**config.mk**
```make
export PLATFORM = sky130hd
export DESIGN_NAME = wide_id_stage
export DESIGN_NICKNAME = d
export VERILOG_FILES = /design/src/rtl/wide_id_stage_pkg.sv /design/src/rtl/wide_id_stage_decode_lane.sv /design/src/rtl/wide_id_stage.sv
export SDC_FILE = /design/constraint.sdc
export NUM_CORES = 2
export LEC_CHECK = 0
export ABC_CLOCK_PERIOD_IN_PS = 2600
export CAP_MARGIN = 40
export CORE_UTILIZATION = 56
export DETAILED_ROUTE_END_ITERATION = 7
export PLACE_DENSITY = 0.84
export SYNTH_ARGS = -nofsm -noshare
export SYNTH_HDL_FRONTEND = slang
export SYNTH_SLANG_ARGS = --single-unit
```
**constraint.sdc**
```tcl
create_clock -name clk -period 2.6 [get_ports clk]
set_input_delay 0.52 -clock clk [delete_from_list [all_inputs] [get_ports clk]]
set_output_delay 0.52 -clock clk [all_outputs]
set_load 0.03 [all_outputs]
```
**src/rtl/wide_id_stage_pkg.sv**
```systemverilog
// Shared RV32IM decode types for the wide decode stage: opcodes, funct3 codes,
// the per-instruction info bundle and the per-lane decoder result.
package wide_id_stage_pkg;

    localparam int unsigned XLEN = 32;
    localparam int unsigned REGW = 5;

    typedef enum logic [6:0] {
        OP_LUI   = 7'b0110111,
        OP_AUIPC = 7'b0010111,
        OP_JAL   = 7'b1101111,
        OP_JALR  = 7'b1100111,
        OP_BR    = 7'b1100011,
        OP_LOAD  = 7'b0000011,
        OP_STORE = 7'b0100011,
        OP_IMM   = 7'b0010011,
        OP_REG   = 7'b0110011
    } rv32i_opcode_t;

    typedef enum logic [2:0] {
        F3_ADD  = 3'b000,
        F3_SLL  = 3'b001,
        F3_SLT  = 3'b010,
        F3_SLTU = 3'b011,
        F3_XOR  = 3'b100,
        F3_SR   = 3'b101,
        F3_OR   = 3'b110,
        F3_AND  = 3'b111
    } arith_funct3_t;

    typedef enum logic [2:0] {
        CMP_EQ   = 3'b000,
        CMP_NE   = 3'b001,
        CMP_RSV2 = 3'b010,
        CMP_RSV3 = 3'b011,
        CMP_LT   = 3'b100,
        CMP_GE   = 3'b101,
        CMP_LTU  = 3'b110,
        CMP_GEU  = 3'b111
    } cmp_op_t;

    typedef enum logic [2:0] {
        MUL_MUL    = 3'b000,
        MUL_MULH   = 3'b001,
        MUL_MULHSU = 3'b010,
        MUL_MULHU  = 3'b011,
        MUL_DIV    = 3'b100,
        MUL_DIVU   = 3'b101,
        MUL_REM    = 3'b110,
        MUL_REMU   = 3'b111
    } mul_type_t;

    typedef enum logic [3:0] {
        ALU_ADD, ALU_SUB, ALU_SLL, ALU_SLT, ALU_SLTU,
        ALU_XOR, ALU_SRL, ALU_SRA, ALU_OR, ALU_AND, ALU_PASS
    } alu_op_t;

    typedef enum logic {
        PRED_NOT_TAKEN = 1'b0,
        PRED_BTFN      = 1'b1
    } predict_mode_t;

    typedef struct packed {
        logic            valid;
        logic [XLEN-1:0] pc_curr;
        logic [XLEN-1:0] pc_next;
        logic [6:0]      opcode;
        logic [2:0]      funct3;
        logic [6:0]      funct7;
        logic [REGW-1:0] rd_s;
        logic [REGW-1:0] rs1_s;
        logic [REGW-1:0] rs2_s;
        logic            has_rd;
        logic            use_rs1;
        logic            use_rs2;
        logic [XLEN-1:0] immediate;
        logic            is_load;
        logic            is_store;
        logic [3:0]      mem_mask;
        logic            is_branch;
        logic            is_jump;
        logic            is_mul;
        mul_type_t       mul_type;
        cmp_op_t         cmp_op;
        alu_op_t         alu_op;
        logic            predict_branch;
    } instruction_info_reg_t;

    typedef struct packed {
        instruction_info_reg_t info;
        logic                  illegal;
        logic                  redirect;
        logic [XLEN-1:0]       target;
    } decode_lane_out_t;

    // alt selects SUB/SRA (funct7[5]); callers qualify it for the immediate form
    function automatic alu_op_t alu_decode(input logic [2:0] f3, input logic alt);
        case (f3)
            F3_ADD:  return alt ? ALU_SUB : ALU_ADD;
            F3_SLL:  return ALU_SLL;
            F3_SLT:  return ALU_SLT;
            F3_SLTU: return ALU_SLTU;
            F3_XOR:  return ALU_XOR;
            F3_SR:   return alt ? ALU_SRA : ALU_SRL;
            F3_OR:   return ALU_OR;
            default: return ALU_AND;
        endcase
    endfunction

    function automatic logic [3:0] mem_mask_decode(input logic [1:0] size);
        case (size)
            2'b00:   return 4'b0001;
            2'b01:   return 4'b0011;
            2'b10:   return 4'b1111;
            default: return 4'b0000;
        endcase
    endfunction

endpackage

```
**src/rtl/wide_id_stage_decode_lane.sv**
```systemverilog
// Single-lane combinational RV32IM decoder with static branch/jump prediction.
module wide_id_stage_decode_lane
    import wide_id_stage_pkg::*;
#(
    parameter int unsigned PREDICT_MODE = 0
) (
    input  logic [XLEN-1:0] inst_i,
    input  logic [XLEN-1:0] pc_i,
    input  logic            lane_valid_i,
    output decode_lane_out_t lane_c
);

    localparam predict_mode_t MODE = (PREDICT_MODE != 0) ? PRED_BTFN : PRED_NOT_TAKEN;

    logic [XLEN-1:0] imm_i;
    logic [XLEN-1:0] imm_s;
    logic [XLEN-1:0] imm_b;
    logic [XLEN-1:0] imm_u;
    logic [XLEN-1:0] imm_j;
    logic [6:0]      opcode;
    logic [2:0]      funct3;
    logic [6:0]      funct7;
    logic            legal_c;
    logic            is_jal_c;
    logic            taken_c;

    assign opcode = inst_i[6:0];
    assign funct3 = inst_i[14:12];
    assign funct7 = inst_i[31:25];

    assign imm_i = {{20{inst_i[31]}}, inst_i[31:20]};
    assign imm_s = {{20{inst_i[31]}}, inst_i[31:25], inst_i[11:7]};
    assign imm_b = {{19{inst_i[31]}}, inst_i[31], inst_i[7], inst_i[30:25], inst_i[11:8], 1'b0};
    assign imm_u = {inst_i[31:12], 12'b0};
    assign imm_j = {{11{inst_i[31]}}, inst_i[31], inst_i[19:12], inst_i[20], inst_i[30:21], 1'b0};

    always_comb begin
        lane_c   = '0;
        legal_c  = 1'b1;
        is_jal_c = 1'b0;
        taken_c  = 1'b0;

        lane_c.info.pc_curr = pc_i;
        lane_c.info.opcode  = opcode;
        lane_c.info.funct3  = funct3;
        lane_c.info.funct7  = funct7;
        lane_c.info.rd_s    = inst_i[11:7];
        lane_c.info.rs1_s   = inst_i[19:15];
        lane_c.info.rs2_s   = inst_i[24:20];
        lane_c.info.alu_op  = ALU_ADD;

        case (opcode)
            OP_LUI: begin
                lane_c.info.has_rd    = 1'b1;
                lane_c.info.immediate = imm_u;
                lane_c.info.alu_op    = ALU_PASS;
            end
            OP_AUIPC: begin
                lane_c.info.has_rd    = 1'b1;
                lane_c.info.immediate = imm_u;
            end
            OP_JAL: begin
                lane_c.info.has_rd    = 1'b1;
                lane_c.info.immediate = imm_j;
                lane_c.info.is_jump   = 1'b1;
                is_jal_c              = 1'b1;
            end
            OP_JALR: begin
                lane_c.info.has_rd    = 1'b1;
                lane_c.info.use_rs1   = 1'b1;
                lane_c.info.immediate = imm_i;
                lane_c.info.is_jump   = 1'b1;
            end
            OP_BR: begin
                lane_c.info.use_rs1   = 1'b1;
                lane_c.info.use_rs2   = 1'b1;
                lane_c.info.immediate = imm_b;
                lane_c.info.is_branch = 1'b1;
                lane_c.info.cmp_op    = cmp_op_t'(funct3);
                lane_c.info.alu_op    = ALU_SUB;
                taken_c               = (MODE == PRED_BTFN) && imm_b[31];
            end
            OP_LOAD: begin
                lane_c.info.has_rd    = 1'b1;
                lane_c.info.use_rs1   = 1'b1;
                lane_c.info.immediate = imm_i;
                lane_c.info.is_load   = 1'b1;
                lane_c.info.mem_mask  = mem_mask_decode(funct3[1:0]);
            end
            OP_STORE: begin
                lane_c.info.use_rs1   = 1'b1;
                lane_c.info.use_rs2   = 1'b1;
                lane_c.info.immediate = imm_s;
                lane_c.info.is_store  = 1'b1;
                lane_c.info.mem_mask  = mem_mask_decode(funct3[1:0]);
            end
            OP_IMM: begin
                lane_c.info.has_rd    = 1'b1;
                lane_c.info.use_rs1   = 1'b1;
                lane_c.info.immediate = imm_i;
                lane_c.info.alu_op    = alu_decode(funct3, (funct3 == F3_SR) && funct7[5]);
            end
            OP_REG: begin
                lane_c.info.has_rd  = 1'b1;
                lane_c.info.use_rs1 = 1'b1;
                lane_c.info.use_rs2 = 1'b1;
                if (funct7 == 7'b0000001) begin
                    lane_c.info.is_mul   = 1'b1;
                    lane_c.info.mul_type = mul_type_t'(funct3);
                end else begin
                    lane_c.info.alu_op = alu_decode(funct3, funct7[5]);
                end
            end
            default: legal_c = 1'b0;
        endcase

        // Invalid lanes still decode but never predict or trap
        lane_c.info.valid          = legal_c;
        lane_c.illegal             = lane_valid_i & ~legal_c;
        lane_c.redirect            = lane_valid_i & (is_jal_c | taken_c);
        lane_c.target              = pc_i + (is_jal_c ? imm_j : imm_b);
        lane_c.info.predict_branch = lane_valid_i & taken_c;
        lane_c.info.pc_next        = lane_c.redirect ? lane_c.target : pc_i + 32'd4;
    end

endmodule

```
**src/rtl/wide_id_stage.sv**
```systemverilog
// N-lane decode stage: per-lane decoders, younger-lane kill behind a predicted
// redirect, a two-entry (main + skid) output buffer and a registered redirect port.
module wide_id_stage
    import wide_id_stage_pkg::*;
#(
    parameter int unsigned DECODE_WIDTH = 2,
    parameter int unsigned PREDICT_MODE = 0
) (
    input  logic                                     clk,
    input  logic                                     rst_n,
    input  logic                                     flush,
    input  logic                                     in_valid,
    output logic                                     in_ready,
    input  logic [XLEN-1:0]                          in_pc,
    input  logic [DECODE_WIDTH*XLEN-1:0]             in_inst,
    input  logic [DECODE_WIDTH-1:0]                  in_lane_valid,
    output logic                                     out_valid,
    input  logic                                     out_ready,
    output instruction_info_reg_t [DECODE_WIDTH-1:0] out_info,
    output logic [DECODE_WIDTH-1:0]                  out_lane_valid,
    output logic [DECODE_WIDTH-1:0]                  out_illegal,
    output logic                                     redirect_valid,
    output logic [XLEN-1:0]                          redirect_pc
);

    // Encoding chosen so out_valid = bit0 and in_ready = ~bit1 come straight off flops
    localparam logic [1:0] ST_EMPTY = 2'b00;
    localparam logic [1:0] ST_ONE   = 2'b01;
    localparam logic [1:0] ST_FULL  = 2'b11;

    typedef struct packed {
        instruction_info_reg_t [DECODE_WIDTH-1:0] info;
        logic [DECODE_WIDTH-1:0]                  lane_valid;
        logic [DECODE_WIDTH-1:0]                  illegal;
    } bundle_t;

    decode_lane_out_t lane_c [DECODE_WIDTH];
    bundle_t          bundle_c;
    logic             redir_hit_c;
    logic [XLEN-1:0]  redir_pc_c;
    logic             accept_c;
    logic             pop_c;

    logic [1:0]       state_q, state_d;
    bundle_t          main_q, main_d;
    bundle_t          skid_q, skid_d;
    logic             redirect_valid_q, redirect_valid_d;
    logic [XLEN-1:0]  redirect_pc_q, redirect_pc_d;

    for (genvar g = 0; g < DECODE_WIDTH; g++) begin : g_lane
        wide_id_stage_decode_lane #(
            .PREDICT_MODE (PREDICT_MODE)
        ) u_lane (
            .inst_i       (in_inst[g*XLEN +: XLEN]),
            .pc_i         (in_pc + 32'(4 * g)),
            .lane_valid_i (in_lane_valid[g]),
            .lane_c       (lane_c[g])
        );
    end

    // First redirecting lane wins; it keeps its valid, everything younger is killed
    always_comb begin
        bundle_c    = '0;
        redir_hit_c = 1'b0;
        redir_pc_c  = '0;
        for (int unsigned i = 0; i < DECODE_WIDTH; i++) begin
            bundle_c.info[i]       = lane_c[i].info;
            bundle_c.lane_valid[i] = in_lane_valid[i] & ~redir_hit_c;
            bundle_c.illegal[i]    = lane_c[i].illegal & ~redir_hit_c;
            if (!redir_hit_c && lane_c[i].redirect) begin
                redir_hit_c = 1'b1;
                redir_pc_c  = lane_c[i].target;
            end
        end
    end

    assign in_ready  = ~state_q[1];
    assign out_valid = state_q[0];
    assign accept_c  = in_valid & in_ready & ~flush;
    assign pop_c     = out_valid & out_ready;

    always_comb begin
        state_d          = state_q;
        main_d           = main_q;
        skid_d           = skid_q;
        redirect_valid_d = 1'b0;
        redirect_pc_d    = redirect_pc_q;

        if (flush) begin
            state_d = ST_EMPTY;
        end else begin
            case (state_q)
                ST_EMPTY: begin
                    if (accept_c) begin
                        main_d  = bundle_c;
                        state_d = ST_ONE;
                    end
                end
                ST_ONE: begin
                    if (accept_c && pop_c) begin
                        main_d = bundle_c;
                    end else if (accept_c) begin
                        skid_d  = bundle_c;
                        state_d = ST_FULL;
                    end else if (pop_c) begin
                        state_d = ST_EMPTY;
                    end
                end
                ST_FULL: begin
                    if (pop_c) begin
                        main_d  = skid_q;
                        state_d = ST_ONE;
                    end
                end
                default: state_d = ST_EMPTY;
            endcase

            if (accept_c && redir_hit_c) begin
                redirect_valid_d = 1'b1;
                redirect_pc_d    = redir_pc_c;
            end
        end
    end

    always_ff @(posedge clk or negedge rst_n) begin
        if (!rst_n) begin
            state_q          <= ST_EMPTY;
            main_q           <= '0;
            skid_q           <= '0;
            redirect_valid_q <= 1'b0;
            redirect_pc_q    <= '0;
        end else begin
            state_q          <= state_d;
            main_q           <= main_d;
            skid_q           <= skid_d;
            redirect_valid_q <= redirect_valid_d;
            redirect_pc_q    <= redirect_pc_d;
        end
    end

    assign out_info       = main_q.info;
    assign out_lane_valid = main_q.lane_valid;
    assign out_illegal    = main_q.illegal;
    assign redirect_valid = redirect_valid_q;
    assign redirect_pc    = redirect_pc_q;

endmodule

```
==> flow_summary_export.csv <==
group,metric,value,unit
global_route,grt_pass1_wl,201,mm
timing,fin_setup_tns,-112.57,ns
floorplan,die_area,59900,sq um
floorplan,ioPinCount,446,
yosys,ys_types,88,
finish,final_cell_count_no_fill,5664,
route,routed_wirelength,144,mm
timing,hold_viol,0,
critical_path,end_kind,"register",
floorplan,rows,88,
hold_path,hold_path.class,"primary input to register",
critical_path,critPathMaxFanout,5,
route,viasPerCell,6.43,
timing,finalSetupViolations,142,
yosys,synth_area_leaders,"dfrtp_1, nand2_1, o21ai_0",
yosys,postSynthAreaPerCell,8.54,sq um
critical_path,cp_slowest_cell,"or4_4",
pwr,power_density,891,nW/um^2
global_route,grtUsageTotal,0.439,
critical_path,critical_path_arrival,4.51,ns
finish,syn2layout_area_growth,48.3,%
pwr,power,43.6,mW
yosys,ys_seq_area_frac,0.481,
critical_path,crit_chain,"clkdlybuf4s15_2 -> nand2_4 -> buf_4 -> nor2_1 -> nand2_1 -> xnor2_1 -> ha_2 -> or4_4 -> a2111oi_4 -> o31ai_4 -> o2111ai_4 -> o21ai_4 -> buf_4 -> buf_6 -> a21oi_2 -> xnor2_2 -> a31oi_1 -> o21ai_1",
clock_network,cts.clk_slew.worst_paths,0.07,ns
clock_network,h-tree-depth,3,
yosys,synth_common_cells,"nand2_1, dfrtp_1, o21ai_0",
route,post_drt_wl_per_cell,25.4,microns
clock_network,cts_tree,"done",
yosys,synth_flop_cell,"dfrtp_1",
placed_design,place_ws,-2.19,ns
run,drv_cap,0,
hold_path,hp-start,"in_inst[1]",
placed_design,dp_cells,5447,
timing,fin_crit,4.00,ns
floorplan,start_util,0.570,
clock_network,cts-buffers-inserted,68,
global_route,grt_max_degree,122,
yosys,synth_edf_count,0,
clock_network,cts_root_buffer,"clkbuf_16",
clock_network,cts_sinks,635,
critical_path,path_buf_inv,4,
timing,tightestPinTransition,0.967,ns
placed_design,io_buffers,443,
route,dr.pass1.iters,8,
yosys,synth.most_common_cell,"nand2_1",
critical_path,path_class,"primary input to register",
floorplan,core_area,57900,sq um
timing,worst_slack,-1.40,ns
critical_path,crit_family,"compound AO/OA/AOI/OAI gates",
timing,relSlewSlack,0.347,
timing,fin_crit_sh,1.54,
critical_path,required,3.12,ns
yosys,synth_top_area_share,0.481,
floorplan,chipWidth,245,microns
pwr,vdd_drop_max,0.716,mV
global_route,gr-usage-met2,0.693,
timing,finalClockSkew,0.0283,ns
yosys,post-synth-top-area-cell,"dfrtp_1",
route,num_vias,36400,
placed_design,hpwl,91.6,mm
outcome,violations,"design-rule violations, negative setup slack",
route,drc,1,
timing,max_freq,250,MHz
critical_path,cp_slowest_stage_delay,0.64,ns
finish,nets,5027,
pwr,p_leak,22.2,nW
global_route,busiest_layer,"met2",
yosys,synth_seq_cells,635,
yosys,synth_area,33000,sq um
global_route,grt_pass1_vias,34400,
yosys,ys_warn_count,0,
global_route,antenna_found_initial,11,
clock_network,clk_path_buf_depth,3,
timing,drv_slew,0,
global_route,grt.met1_usage,0.538,
critical_path,crit_start,"in_pc[8]",
finish,drive_gt1_frac,0.265,
global_route,overflow,0,
global_route,use_met3,0.104,
yosys,synthCells,3866,
placed_design,gp_congestion,1.03,
critical_path,worstReg2RegStart,"state_q[1]$_DFFE_PN0P_",
critical_path,crit_path_start_kind,"primary input",
timing,rsz0062_at_grt,"yes",
clock_network,clkLatencyLatePin,0.64,ns
yosys,ys_async_sr_fraction,1.00,
route,first_iter_violations,4677,
outcome,outcome,"complete, but fails checks",
floorplan,die_h,245,microns
route,ant_nets,0,
critical_path,cpMostUsedCell,"buf_4",
==> worst reg2reg max path, delay by kind of cell (launching register included) <==
kind / cells / cell delay [ns]
flops: 1 / 0.41
compound gates: 2 / 0.89
buf+inv: 3 / 0.61
fa+ha+maj: 1 / 0.31
simple gates: 1 / 0.16
==> placed cells by master (no fill, tap or decap), types with 13 or more instances in the layout <==
| cell | count |
|---|---|
| xnor2_2 | 19 |
| a21oi_2 | 42 |
| dfrtp_1 | 635 |
| o211ai_1 | 16 |
| a21oi_4 | 25 |
| nand2_1 | 913 |
| nand2b_1 | 15 |
| mux2i_1 | 119 |
| o21ai_1 | 112 |
| xor2_1 | 16 |
| ha_1 | 58 |
| nand4_1 | 20 |
| o21ai_4 | 13 |
| nor2_1 | 226 |
| and3_1 | 41 |
| inv_1 | 53 |
| o21ai_0 | 370 |
| nor3_1 | 25 |
| o21a_1 | 16 |
| xnor2_1 | 37 |
| ha_4 | 22 |
| a21oi_1 | 248 |
| buf_12 | 56 |
| nand2_2 | 27 |
| buf_6 | 80 |
| o31ai_1 | 14 |
| clkdlybuf4s50_1 | 411 |
| nor2_2 | 17 |
| a21o_1 | 52 |
| clkbuf_16 | 70 |
| nand3_1 | 35 |
| buf_4 | 601 |
| a31oi_1 | 14 |
| o21ai_2 | 58 |
==> state kept, by name, summed over array words and instances, names as in the netlist <==
register,flops
skid_q,300
redirect_valid,1
redirect_pc,32
out_lane_valid,2
state_q,2
out_info,296
out_illegal,2
==> final timing paths <==
check,end,slack [ns],depth (start not counted)
min reg2reg,skid_q[152]$_DFFE_PN0P_,0.47,2
max reg2reg,out_info[208]$_DFFE_PN0P_,0.07,7
max in group asynchronous,out_info[202]$_DFFE_PN0P_,1.23,4
min,skid_q[85]$_DFFE_PN0P_,0.25,4
min in group asynchronous,redirect_pc[31]$_DFFE_PN0P_,0.46,2
max,redirect_pc[31]$_DFFE_PN0P_,-1.40,18
==> layer usage <==
layer  wire length, microns  vias up
met3                  16500     1014
met1                  49300    17500
met2                  63700     2705
met5                     90        -
met4                  14400       10
li1                       -    15200
==> cells by family after synthesis <==
logic type      after synthesis  synth area share
simple gates               1473             0.189
compound gates             1112             0.191
flops                       635             0.481
buf+inv                     334            0.0396
mux                         136            0.0416
xor+xnor                     92            0.0252
fa+ha+maj                    83            0.0319
other cells                   1          0.000114
==> final cells by class <==
type                       instances  area [sq um]
sequential                       635         15900
tap                              765           957
inverter                          62           233
multi-input combinational       2898         18600
clock buffer                      93          1950
fill                            3064          8970
antenna                            9          22.5
clock inverter                    26           428
timing repair buffer            1176         10900
==> through the flow <==
stage | hold WS [ns] | instance area (sq um) | utilization
6_report | 0.247 | 48900 | 0.845
5_1_grt | 0.272 | 48900 | 0.845
4_1_cts | 0.248 | 47700 | 0.823
3_5_place_dp | 0.462 | 43300 | 0.748
3_3_place_gp | 0.455 | 43300 | 0.748
2_1_floorplan | 0.224 | 33500 | -
==> power breakdown <==
| group | leakage, nW | internal [mW] | total (mW) | switching, mW |
|---|---|---|---|---|
| sequential | 8.23 | 13.1 | 15.3 | 2.22 |
| clock | 1.17 | 6.27 | 10.5 | 4.28 |
| combinational | 12.8 | 6.89 | 17.7 | 10.9 |
==> what timing repair did <==
item,in CTS,in global routing
pin swaps,211,191
resized for setup,500,245
buffers inserted,81,53
endpoints found under the hold margin,40,0
hold buffers,1,0
setup endpoints to repair,150,216
No activity file was read; power rests on OpenSTA's default activity.
